$ cat src/rtl/seg7_pkg.sv
// Shared constants, scan-state type and hex-to-segment lookup for the 7-segment scanner.
package seg7_pkg;

    localparam int NUM_DIGITS = 4;

    localparam int SEG_A = 0;
    localparam int SEG_B = 1;
    localparam int SEG_C = 2;
    localparam int SEG_D = 3;
    localparam int SEG_E = 4;
    localparam int SEG_F = 5;
    localparam int SEG_G = 6;

    typedef logic [6:0] seg7_hex_t;

    typedef enum logic {
        ST_BLANK = 1'b0,
        ST_SHOW  = 1'b1
    } scan_state_t;

    // Active-high segments, bit 0 = a ... bit 6 = g.
    function automatic seg7_hex_t seg7_hex(input logic [3:0] nib);
        seg7_hex_t s;
        case (nib)
            4'h0:    s = 7'h3F;
            4'h1:    s = 7'h06;
            4'h2:    s = 7'h5B;
            4'h3:    s = 7'h4F;
            4'h4:    s = 7'h66;
            4'h5:    s = 7'h6D;
            4'h6:    s = 7'h7D;
            4'h7:    s = 7'h07;
            4'h8:    s = 7'h7F;
            4'h9:    s = 7'h6F;
            4'hA:    s = 7'h77;
            4'hB:    s = 7'h7C;
            4'hC:    s = 7'h39;
            4'hD:    s = 7'h5E;
            4'hE:    s = 7'h79;
            default: s = 7'h71;
        endcase
        return s;
    endfunction

endpackage

$ cat src/rtl/seg7_hex_decode.sv
// Combinational nibble to active-high 7-segment decode; polarity is applied by the caller.
module seg7_hex_decode
    import seg7_pkg::*;
(
    input  logic [3:0] nibble,
    output logic [6:0] segs
);

    assign segs = seg7_hex(nibble);

endmodule

$ cat src/rtl/seg7_scan_ctrl.sv
// Four-digit multiplexed 7-segment scanner with blanking guard and frame-aligned load commit.
// Outputs registered one cycle behind scan state; load_ready drops while a load is pending.
module seg7_scan_ctrl
    import seg7_pkg::*;
#(
    parameter int SLOT_CYCLES    = 100000,
    parameter int BLANK_CYCLES   = 1000,
    parameter bit SEG_ACTIVE_LOW = 1'b1
)
(
    input  logic                  clk,
    input  logic                  rst_n,
    input  logic                  load_valid,
    output logic                  load_ready,
    input  logic [15:0]           load_data,
    input  logic [NUM_DIGITS-1:0] load_en,
    input  logic [NUM_DIGITS-1:0] load_dp,
    output logic [6:0]            seg,
    output logic                  dp,
    output logic [NUM_DIGITS-1:0] an,
    output logic                  frame_start
);

    localparam int              CNT_W      = (SLOT_CYCLES > 1) ? $clog2(SLOT_CYCLES) : 1;
    localparam logic [CNT_W-1:0] SLOT_LAST  = CNT_W'(SLOT_CYCLES - 1);
    localparam logic [CNT_W-1:0] BLANK_LAST = CNT_W'(BLANK_CYCLES - 1);
    localparam logic [6:0]      SEG_OFF    = SEG_ACTIVE_LOW ? 7'h7F : 7'h00;
    localparam logic            DP_OFF     = SEG_ACTIVE_LOW;

    scan_state_t      state, state_nxt;
    logic [1:0]       digit, digit_nxt;
    logic [CNT_W-1:0] slot_cnt, cnt_nxt;
    logic             boundary;

    logic [15:0]           disp_data, pend_data;
    logic [NUM_DIGITS-1:0] disp_en, disp_dp, pend_en, pend_dp;
    logic                  pend_valid;
    logic                  accept;

    logic [3:0] nib;
    logic [6:0] hex_seg;
    logic       lit;

    always_ff @(posedge clk or negedge rst_n) begin
        if (!rst_n) begin
            state    <= ST_BLANK;
            digit    <= 2'd0;
            slot_cnt <= '0;
        end else begin
            state    <= state_nxt;
            digit    <= digit_nxt;
            slot_cnt <= cnt_nxt;
        end
    end

    always_comb begin
        state_nxt = state;
        digit_nxt = digit;
        cnt_nxt   = slot_cnt + 1'b1;
        boundary  = 1'b0;
        case (state)
            ST_BLANK: begin
                if (slot_cnt == BLANK_LAST) state_nxt = ST_SHOW;
            end
            ST_SHOW: begin
                if (slot_cnt == SLOT_LAST) begin
                    state_nxt = ST_BLANK;
                    cnt_nxt   = '0;
                    digit_nxt = digit + 2'd1;
                    boundary  = (digit == 2'd3);
                end
            end
            default: state_nxt = ST_BLANK;
        endcase
    end

    assign load_ready = ~pend_valid;
    assign accept     = load_valid & load_ready;

    // Commit only ever happens with pend_valid set, which holds load_ready low,
    // so a load landing on the boundary cycle can only fill an empty buffer.
    always_ff @(posedge clk or negedge rst_n) begin
        if (!rst_n) begin
            disp_data  <= '0;
            disp_en    <= '0;
            disp_dp    <= '0;
            pend_data  <= '0;
            pend_en    <= '0;
            pend_dp    <= '0;
            pend_valid <= 1'b0;
        end else if (boundary && pend_valid) begin
            disp_data  <= pend_data;
            disp_en    <= pend_en;
            disp_dp    <= pend_dp;
            pend_valid <= 1'b0;
        end else if (accept) begin
            pend_data  <= load_data;
            pend_en    <= load_en;
            pend_dp    <= load_dp;
            pend_valid <= 1'b1;
        end
    end

    assign nib = disp_data[{digit, 2'b00} +: 4];
    assign lit = (state == ST_SHOW) && disp_en[digit];

    seg7_hex_decode u_hex_decode (
        .nibble (nib),
        .segs   (hex_seg)
    );

    // XOR with the off pattern applies the configured segment polarity.
    always_ff @(posedge clk or negedge rst_n) begin
        if (!rst_n) begin
            an          <= '1;
            seg         <= SEG_OFF;
            dp          <= DP_OFF;
            frame_start <= 1'b0;
        end else begin
            an          <= lit ? ~(4'b0001 << digit) : 4'b1111;
            seg         <= lit ? (hex_seg ^ SEG_OFF) : SEG_OFF;
            dp          <= (lit && disp_dp[digit]) ^ DP_OFF;
            frame_start <= boundary;
        end
    end

endmodule
$ cat config.mk
export PLATFORM = sky130hd
export DESIGN_NAME = seg7_scan_ctrl
export DESIGN_NICKNAME = d
export VERILOG_FILES = /design/src/rtl/seg7_pkg.sv /design/src/rtl/seg7_hex_decode.sv /design/src/rtl/seg7_scan_ctrl.sv
export SDC_FILE = /design/constraint.sdc
export NUM_CORES = 1
export LEC_CHECK = 0
export CAP_MARGIN = 30
export CORE_UTILIZATION = 39
export DETAILED_ROUTE_END_ITERATION = 8
export PLACE_DENSITY = 0.66
export SLEW_MARGIN = 20
export SYNTH_ARGS = -nofsm -noshare
export SYNTH_HDL_FRONTEND = slang
export SYNTH_HIERARCHICAL = 1
export SYNTH_SLANG_ARGS = --single-unit
$ cat constraint.sdc
create_clock -name clk -period 6.02 [get_ports clk]
set_clock_uncertainty 0.1 [all_clocks]
set_input_delay 1.806 -clock clk [delete_from_list [all_inputs] [get_ports clk]]
set_output_delay 1.806 -clock clk [all_outputs]
set_load 0.02 [all_outputs]
# After elaboration in Yosys (flattened, before gate mapping)
# Memories as Yosys holds them, arrays and structs flattened.
# Cells that the tools add are included.
# op_classes
n_addsub,2
mul,0
div,0
n_lt_le_gt_ge,1
eq_ne,3
shift,2
muxes,15
bitwise,7
reduce_logical,6
# op_table
op,n
$mux 17,2
$add 17x1->17 const B,1
$eq 17x10->1 const B,1
$eq 17x17->1 const B,1
$shiftx 16x5->4,1
$mux 1,8
$mux 7,1
$not 7->7,1
$bmux 1 s2,2
$mux 4,1
$not 1->1,4
$not 4->4,1
$reduce_and 2->1,2
$shl 1x2->4 const A,1
$logic_and 1x1->1,3
$lt 2x3->1 const B,1
$add 2x1->2 const B,1
$eq 2x2->1 const B,1
$pmux 1 s2,1
$reduce_bool 2->1,1
$and 1x1->1,1
# word_totals
reg_bits,82
latchBits,0
ram_bits,0
romBits,112
inputBits,27
elab_cells,51
memories,1
# memory_table
memory,words,width,rd,rd_clocked_by_memory_dff,wr,line,text
(no name shown),16,7,1,0,0,seg7_pkg.sv:24,case (nib)

# Longest topological paths before layout
# Gate-level depths: netlist of the first run.
# logic_depth
depth_word,6
depth_mapped,7
depth_no_buf,6

# By module
# Netlist of the first run, hierarchy kept.
# by_module_without_submodules
mod,n_inst,cells_each,area_per_inst_um2,seq_area_each_um2
seg7_scan_ctrl,1,241,3483.3,2067.0
seg7_hex_decode,1,33,287.8,0.0

# Worst setup path after synthesis of the first run
# Ideal clock, no wire load.
# synth_timing
path_kind,input port to flip-flop
from,in load_valid
to,reg pend_data[0]
setup_ns,0.125
arrival_time_ns,2.842
slack_ns,2.953
stages,4
n_path_buf,2
path_cell_list,nor2b_1 -> clkbuf_1 -> clkbuf_1 -> mux2_2
# synth_between
elab_chain_cells,2
# synth_lines
item,line,text
start: declaration,seg7_scan_ctrl.sv:13,"input logic load_valid,"
$and 1x1->1,seg7_scan_ctrl.sv:78,assign accept = load_valid & load_ready;
$reduce_and 2->1 (no line),n/a,
end signal: assignment,seg7_scan_ctrl.sv:97,pend_data <= load_data;
end: declaration,seg7_scan_ctrl.sv:35,"logic [15:0] disp_data, pend_data;"
# No other way between the ends.
# A chain may end at the register's enable or synchronous reset.

# Worst setup path in the final report of the first run
# layout_timing
from,reg pend_valid
to,out load_ready
# layout_between
elab_chain_cells,1
# layout_lines
item,line,text
start: declaration,seg7_scan_ctrl.sv:37,logic pend_valid;
start signal: assignment,seg7_scan_ctrl.sv:90,pend_valid <= 1'b0;
start signal: assignment,seg7_scan_ctrl.sv:95,pend_valid <= 1'b0;
start signal: assignment,seg7_scan_ctrl.sv:100,pend_valid <= 1'b1;
$not 1->1,seg7_scan_ctrl.sv:77,assign load_ready = ~pend_valid;
end: declaration,seg7_scan_ctrl.sv:14,"output logic load_ready,"
# No other way between the ends.

==> impl_metrics.json, run 1 <==
{
  "grt_max_degree": 60,
  "rsz0062_at_grt": "false",
  "ant_nets": 0,
  "cts_root_buf": "clkbuf_8",
  "critPathMaxFanout": 4,
  "grt_use_total_pct": 14.0,
  "crit_family": "buffers and inverters",
  "yosysWarnings": 6,
  "cp_slowest_stage_delay_ns": 0.60,
  "netlist_instances": 274,
  "wl_per_cell_um": 14.0,
  "dp_cells": 433,
  "seqPwrFrac_pct": 53.3,
  "max_freq_mhz": 291,
  "cts_buffers": 9,
  "r2r_slack_ns": 3.49,
  "cp_slowest_cell": "clkdlybuf4s50_1",
  "cts.repair.resized": 0,
  "syn_area_per_cell_um2": 13.8,
  "switchingPower_uw": 245,
  "cellPowerDensity_nw_per_um2": 241,
  "crit_chain": "inv_1, clkdlybuf4s50_1",
  "port_buffers": 40,
  "relSlewSlack_pct": 54.2,
  "grt_first_pass_wirelength_um": 10800,
  "h-tree-depth": 3,
  "hp-class": "flip-flop to flip-flop",
  "crit_required_ns": 4.11,
  "initial_core_util_pct": 40.6,
  "syn_nets": 313,
  "dp_hpwl_um": 4360,
  "cts_setup_buffers": 0,
  "ioPinCount": 41,
  "status": "finished clean",
  "setup_tns_ns": 0,
  "crit_path_start_kind": "flip-flop",
  "die_x_um": 100,
  "numClockSinks": 82,
  "instances_no_fill": 449,
  "hold_viol": 0,
  "min_period_over_period_pct": 57.1,
  "worstSetupPathDepth": 2,
  "clock_latency_ns": 0.35,
  "p_leak_uw": 0.00197,
  "drv_cap": 0,
  "finalSetupViolCount": 0,
  "drive_gt1_share_pct": 30.3,
  "nFillCells": 843,
  "syn_area_um2": 3770,
  "holdBufCountCts": 0,
  "dieArea_um2": 10100,
  "nets": 354,
  "utilization_pct": 48.8,
  "final-max-slew-violation-count": 0,
  "gp_congestion": 0.769,
  "viasPerCell": 4.77,
  "core_um2": 9280,
  "switching_share_pct": 22.4,
  "pwr-share-clk_pct": 42.1,
  "combPwrFrac_pct": 4.5,
  "path_buf_inv": 2,
  "clock_path_buffers": 2,
  "overflow": 0,
  "cts_tree": "yes",
  "path_class": "flip-flop to primary output",
  "antenna_cells": 0,
  "first_iter_violations": 85,
  "clkTransAtPathRegs_ns": 0.08,
  "vias": 2141,
  "ys_seq_elements": 82,
  "std_cell_rows": 35,
  "synth_cell_type_count": 43,
  "ir_drop_mv": 0.130,
  "first_pass_iters": 4,
  "post-route-drc-count": 0,
  "tightest_slew_ns": 0.686,
  "cellInternalPower_uw": 847,
  "grt_antenna_before_repair": 0,
  "grt_pass1_vias": 2176,
  "critPathArrivalTime_ns": 1.53,
  "r2r_cells": 6,
  "period_needed_ns": 3.43,
  "hold_depth": 1,
  "drt_wl_total_um": 6300,
  "ys_seq_area_share_pct": 54.8,
  "fp.dieH_um": 100,
  "area_growth_syn_to_layout_pct": 20.1,
  "crit_path_end_kind": "primary output"
}
-- sequential cells by signal (all words and copies together), names as in the netlist --
register and cells:
state 1, pend_data 16, pend_en 4, seg 7, digit 2, dp 1
an 4, disp_dp 4, pend_dp 4, frame_start 1, disp_data 16, slot_cnt 17
pend_valid 1, disp_en 4
-- power groups by stage --
stage          clock, uW  sequential, uW  combinational [uW]
3_5_place_dp           0             593                51.0
6_report             460             582                49.5
3_3_place_gp           0             593                47.3
2_1_floorplan          0             589                18.8
5_1_grt              501             586                55.4
4_1_cts              475             583                51.2
-- cell usage after synthesis --
library cell / instances / area, um^2
nor2b_1: 3 / 18.8
mux4_2: 6 / 135
nor3_1: 6 / 30.0
clkbuf_1: 5 / 18.8
nor2_1: 11 / 41.3
and3b_1: 1 / 8.76
and2_1: 1 / 6.26
or4_4: 1 / 11.3
mux2i_1: 2 / 20.0
nand2b_1: 1 / 6.26
or2_2: 2 / 12.5
o32a_1: 1 / 10.0
mux4_1: 1 / 26.3
xnor2_1: 7 / 61.3
or2b_1: 1 / 7.51
xor2_1: 7 / 61.3
o21ai_0: 2 / 10.0
and4_1: 2 / 17.5
a21oi_1: 4 / 20.0
ha_1: 12 / 150
o21a_1: 1 / 7.51
mux2_2: 33 / 372
and3_1: 3 / 18.8
o31a_2: 1 / 10.0
or3_1: 2 / 12.5
buf_2: 3 / 15.0
nand2_1: 18 / 67.6
nand3_4: 1 / 17.5
nand3b_1: 2 / 15.0
nor4_1: 3 / 18.8
dfstp_2: 12 / 315
nor4_2: 1 / 12.5
a21boi_0: 1 / 7.51
buf_6: 3 / 33.8
nor4b_1: 1 / 8.76
nand3_1: 8 / 40.0
nand4_1: 2 / 12.5
o21ba_2: 1 / 10.0
nor3_4: 1 / 16.3
a31o_1: 1 / 8.76
dfrtp_1: 70 / 1750
mux2_4: 19 / 285
inv_1: 11 / 41.3
-- worst paths after layout --
check                            startpoint     endpoint
worst min register to register  slot_cnt[4]  slot_cnt[4]
min in group asynchronous             rst_n  slot_cnt[8]
worst max-delay path             pend_valid   load_ready
worst max register to register     digit[0]       seg[3]
worst min-delay path            slot_cnt[4]  slot_cnt[4]
max in group asynchronous             rst_n           dp
-- routing by layer --
| layer | track usage [%] | wire, um | vias to the layer above |
|---|---|---|---|
| met1 | 20.0 | 3170 | 1064 |
| met5 | 0 | 0 | - |
| met2 | 21.1 | 2870 | 37 |
| met3 | 3.20 | 187 | 5 |
| li1 | - | - | 1035 |
| met4 | 4.68 | 80 | 0 |
-- final cells by class --
type | instances | area (um^2) | area share, %
multi-input combinational | 170 | 1600 | 35.4
clock inverter | 7 | 109 | 2.40
inverter | 11 | 41.3 | 0.911
clock buffer | 9 | 124 | 2.73
sequential | 82 | 2070 | 45.6
timing repair buffer | 41 | 425 | 9.39
tap | 129 | 161 | 3.56
-- metrics by stage --
step / area, um^2 / hold slack [ns] / worst slack, ns / total power (uW)
after CTS: 4530 / 0.407 / 2.56 / 1110
after floorplan: 3770 / 0.367 / 2.95 / 608
after global routing: 4530 / 0.424 / 2.54 / 1140
after detailed placement: 4300 / 0.392 / 2.47 / 644
final: 4530 / 0.402 / 2.59 / 1090
after global placement: 4270 / 0.386 / 2.14 / 640
-- kinds of logic after synthesis --
logic type	synth area share [%]
muxes	22.2
AOI/OAI and AO/OA	2.22
DFF	54.8
buffers and inverters	2.89
xor gates and xnor gates	3.25
and+or+nand+nor	10.6
adders and majority gates	3.98
-- placed cells by master (no fill, tap or decap), drive strengths merged, types with 9 or more instances in the layout --
master         count
dfrtp             70
mux2              52
clkdlybuf4s50     39
nand2             18
inv               15
ha                12
dfstp             12
nor2              11
clkbuf             9
nand3              9
Note: power is estimated with default switching activity, not from simulation.
==> run 2: changes to the inputs <==
- clock period: 6.02 -> 3.4 ns (I/O delays scaled with it)
==> run 2 against run 1 <==
Via count rose by 1.5%. Sequential power rose by 77%. Global-route usage rose by 0.22 points. Register-to-register slack got worse by 2.4 ns. Worst setup slack got worse by 1.8 ns. First-iteration DRC count rose by 12%. Clock power rose by 77%. Die area did not move. Non-clock buffer count rose by 2.
==> impl_metrics.json, run 2 (synthesis results as in run 1) <==
{
  "grt_antenna_before_repair": 0,
  "top_register": "slot_cnt",
  "initial_core_util_pct": 40.6,
  "largest_reg_flops": 17,
  "rsz0062_at_grt": "false",
  "p_leak_uw": 0.00198,
  "cellPowerDensity_nw_per_um2": 426,
  "clkTransAtPathRegs_ns": 0.09,
  "viasPerCell": 4.82,
  "top_regs": "slot_cnt x17, disp_data x16, pend_data x16",
  "grt_pass1_vias": 2150,
  "antenna_cells": 0,
  "core_um2": 9280,
  "clock_path_buffers": 2,
  "drv_cap": 0,
  "layout_commonest_cell": "dfrtp_1",
  "tightest_slew_ns": 0.670,
  "nets": 356,
  "h-tree-depth": 3,
  "clock_latency_ns": 0.36,
  "finalSetupViolCount": 0,
  "wl_per_cell_um": 14.0,
  "holdBufCountCts": 0,
  "crit_required_ns": 2.28,
  "place_area_um2": 4310,
  "cts_tree": "yes",
  "first_iter_violations": 95,
  "std_cell_rows": 35,
  "die_x_um": 100,
  "first_pass_iters": 4,
  "fp.dieH_um": 100,
  "gp_congestion": 0.759,
  "relSlewSlack_pct": 54.9,
  "critPathArrivalTime_ns": 1.51,
  "design_area_um2": 4540,
  "status": "finished clean",
  "setup_tns_ns": 0,
  "critPathMaxFanout": 4,
  "crit_path_start_kind": "flip-flop",
  "ioPinCount": 41,
  "ant_nets": 0,
  "max_freq_mhz": 381,
  "cts.repair.resized": 0,
  "dieArea_um2": 10100,
  "numClockSinks": 82,
  "period_needed_ns": 2.63,
  "port_buffers": 40,
  "ir_drop_mv": 0.186,
  "grt_use_total_pct": 14.2,
  "final-max-slew-violation-count": 0,
  "path_class": "flip-flop to primary output",
  "cts_root_buf": "clkbuf_8",
  "drt_wl_total_um": 6320,
  "hold_viol": 0,
  "cts_setup_buffers": 0,
  "grt_max_degree": 58,
  "overflow": 0,
  "crit_path_end_kind": "primary output",
  "min_period_over_period_pct": 77.2,
  "grt_first_pass_wirelength_um": 10900,
  "vias": 2174,
  "area_growth_syn_to_layout_pct": 20.3,
  "drive_gt1_share_pct": 30.7,
  "cts_buffers": 9,
  "final_cell_mix": "70 x dfrtp_1, 39 x clkdlybuf4s50_1, 33 x mux2_2",
  "post-route-drc-count": 0,
  "dp_hpwl_um": 4410,
  "hp-class": "flip-flop to flip-flop"
}
## run 2: cell count changes in the layout (fill, tap and decap cells not counted)
cell,change
clkinv_4,-1
inv_6,+2
nor2b_4,-1
inv_8,-1
buf_4,+2
nor2b_2,+1
## run 2: layout make-up
| type | instances | area [um^2] |
|---|---|---|
| fill | 848 | 4750 |
| sequential | 82 | 2070 |
| multi-input combinational | 170 | 1600 |
| timing repair buffer | 43 | 440 |
| tap | 129 | 161 |
| clock buffer | 9 | 124 |
| clock inverter | 7 | 106 |
| inverter | 11 | 41.3 |
## run 2: layer usage
metal | track usage (%) | vias up | share of wire, %
met5 | 0 | - | 0
met2 | 20.9 | 36 | 46
li1 | - | 1039 | -
met3 | 2.86 | 10 | 3.1
met4 | 7.69 | 0 | 2.2
met1 | 19.8 | 1089 | 49
## run 2: power by group
part / switching, uW / internal (uW)
Sequential: 18.8 / 1010
Combinational: 31.2 / 56.5
Clock: 387 / 429
## run 2: path summary, 6_finish.rpt
kind | start | to | slack [ns] | cells after the start
setup / recovery | pend_valid | load_ready | 0.77 | 2
hold / removal | pend_data[8] | disp_data[8] | 0.40 | 1
setup reg to reg | digit[0] | seg[3] | 1.06 | 6
hold reg to reg | pend_data[8] | disp_data[8] | 0.40 | 1
max in group asynchronous | rst_n | dp | 2.11 | 2
min in group asynchronous | rst_n | pend_dp[2] | 0.46 | 1
## run 2: worst max-delay path: stages (launching register included)
cell and delay, ns:
dfrtp_1 0.45, inv_1 0.10, clkdlybuf4s50_1 0.60
## run 2: stage by stage
stage          utilization [%]  power [uW]  worst slack (ns)  std cells  hold WS [ns]
2_1_floorplan                -        1080              1.12        274         0.367
3_3_place_gp              46.1        1130             0.868        434         0.384
3_5_place_dp              46.4        1140             0.833        435         0.388
4_1_cts                   48.9        1970             0.739        451         0.405
5_1_grt                   48.9        2020             0.726        451         0.417
6_report                  48.9        1930             0.774        451         0.403
==> run 3: changes to the inputs <==
- PLACE_DENSITY: 0.66 -> 0.68
- clock period: 3.4 -> 2.3 ns (I/O delays scaled with it)
==> run 3 against run 2 <==
Non-clock buffer count rose by 6. Power is 35% higher. Worst setup slack worse by 0.73 ns. Core utilization is 0.35 points higher. Hold slack worse by 0.23 ns. Global-route usage up 0.46 points. Largest cell class unchanged. Combinational power is 46% higher. Wire length increased by 3.7%. Flip-flop and latch count is the same. Die area stayed put. Clock power increased by 19%. Register-to-register slack worse by 0.92 ns.
==> impl_metrics.json, run 3 (synthesis results as in run 1) <==
{
  "status": "finished clean",
  "area_growth_syn_to_layout_pct": 21.2,
  "crit_path_end_kind": "primary output",
  "overflow": 0,
  "grt_pass1_vias": 2230,
  "relSlewSlack_pct": 67.7,
  "grt_use_total_pct": 14.7,
  "nets": 362,
  "port_buffers": 40,
  "viasPerCell": 4.83,
  "cts_setup_buffers": 0,
  "dp_hpwl_um": 4600,
  "ant_nets": 0,
  "numClockSinks": 82,
  "max_freq_mhz": 444,
  "die_x_um": 100,
  "cts_tree": "yes",
  "setup_tns_ns": 0,
  "tightest_slew_ns": 0.480,
  "drv_cap": 0,
  "post-route-drc-count": 0,
  "dieArea_um2": 10100,
  "antenna_cells": 0,
  "hold_viol": 0,
  "clock_path_buffers": 2,
  "period_needed_ns": 2.25,
  "core_um2": 9280,
  "rsz0062_at_grt": "false",
  "ir_drop_mv": 0.246,
  "hold_ws_ns": 0.169,
  "cts.repair.resized": 0,
  "hp-class": "primary input to asynchronous set/reset pin",
  "vias": 2208,
  "r2r_slack_ns": 0.14,
  "p_leak_uw": 0.00199,
  "fp.dieH_um": 100,
  "critPathArrivalTime_ns": 1.46,
  "cp_slowest_stage_delay_ns": 0.59,
  "largest_reg_flops": 17,
  "clkTransAtPathRegs_ns": 0.08,
  "nFillCells": 833,
  "crit_chain": "clkdlybuf4s50_1",
  "regArea_um2": 2070,
  "grt_first_pass_wirelength_um": 11100,
  "place_area_um2": 4370,
  "holdBufCountCts": 0,
  "ioPinCount": 41,
  "crit_path_start_kind": "flip-flop",
  "first_iter_violations": 50,
  "wl_per_cell_um": 14.3,
  "grt_antenna_before_repair": 0,
  "critPathMaxFanout": 1,
  "multiInputGateArea_um2": 1600,
  "h-tree-depth": 3,
  "cts_root_buf": "clkbuf_8",
  "drt_wl_total_um": 6550,
  "first_pass_iters": 4,
  "layout_commonest_cell": "dfrtp_1",
  "cellPowerDensity_nw_per_um2": 573,
  "grt_max_degree": 35,
  "gp_congestion": 0.797,
  "path_buf_inv": 1,
  "finalSetupViolCount": 0,
  "crit_family": "buffers and inverters",
  "cp_slowest_cell": "clkdlybuf4s50_1",
  "initial_core_util_pct": 40.6,
  "cts_buffers": 9,
  "crit_required_ns": 1.51,
  "clock_latency_ns": 0.36,
  "top_regs": "slot_cnt x17, disp_data x16, pend_data x16",
  "final_cell_mix": "69 x dfrtp_1, 33 x mux2_2, 32 x clkdlybuf4s50_1",
  "design_area_um2": 4570,
  "final-max-slew-violation-count": 0,
  "top_register": "slot_cnt",
  "path_class": "flip-flop to primary output",
  "drive_gt1_share_pct": 32.0,
  "min_period_over_period_pct": 97.9,
  "std_cell_rows": 35
}
-- run 3: changes by cell type in the layout (fill, tap and decap cells not counted), moves of 2 or more --
cell,change
buf_4,+4
bufinv_16,-2
clkbuf_8,+2
dlymetal6s2s_1,+7
inv_6,-4
buf_12,+3
clkdlybuf4s50_1,-7
clkinv_2,+2
-- run 3: stage by stage --
| step | setup WS (ns) | power (uW) | util [%] | instances |
|---|---|---|---|---|
| 2_1_floorplan | 0.0899 | 1590 | - | 274 |
| 3_3_place_gp | 0.161 | 1680 | 47.1 | 441 |
| 3_5_place_dp | 0.0826 | 1690 | 47.1 | 441 |
| 4_1_cts | 0.00161 | 2660 | 49.0 | 457 |
| 5_1_grt | 0.000959 | 2740 | 49.2 | 457 |
| 6_report | 0.0477 | 2620 | 49.2 | 457 |
-- run 3: worst paths after layout --
path,from,to,depth (start not counted)
worst max-delay path,seg[5],seg[5],1
worst min-delay path,rst_n,pend_dp[1],1
worst max register to register,digit[0],seg[3],6
worst min register to register,pend_en[2],disp_en[2],1
max in group asynchronous,rst_n,seg[0],2
min in group clk,pend_en[2],disp_en[2],1
-- run 3: cell type report --
| type | count | area share (%) |
|---|---|---|
| clock buffer | 12 | 3.39 |
| clock inverter | 4 | 0.575 |
| inverter | 11 | 0.903 |
| multi-input combinational | 170 | 35.0 |
| sequential | 82 | 45.3 |
| tap | 129 | 3.53 |
| timing repair buffer | 49 | 11.4 |
-- run 3: metal layers --
layer	GRT usage [%]	up-vias	share of wire, %	wire, um
met5	0	-	0	0
met4	7.02	0	1.8	117
met3	3.69	9	3.5	230
met2	22.1	39	47	3070
met1	19.9	1104	48	3130
li1	-	1056	-	-
-- run 3: report_power, final --
group | switching, uW | total (uW) | internal (uW)
clock network | 517 | 967 | 450
logic | 45.3 | 128 | 83.1
registers | 28.6 | 1520 | 1500
total | 591 | 2620 | 2030
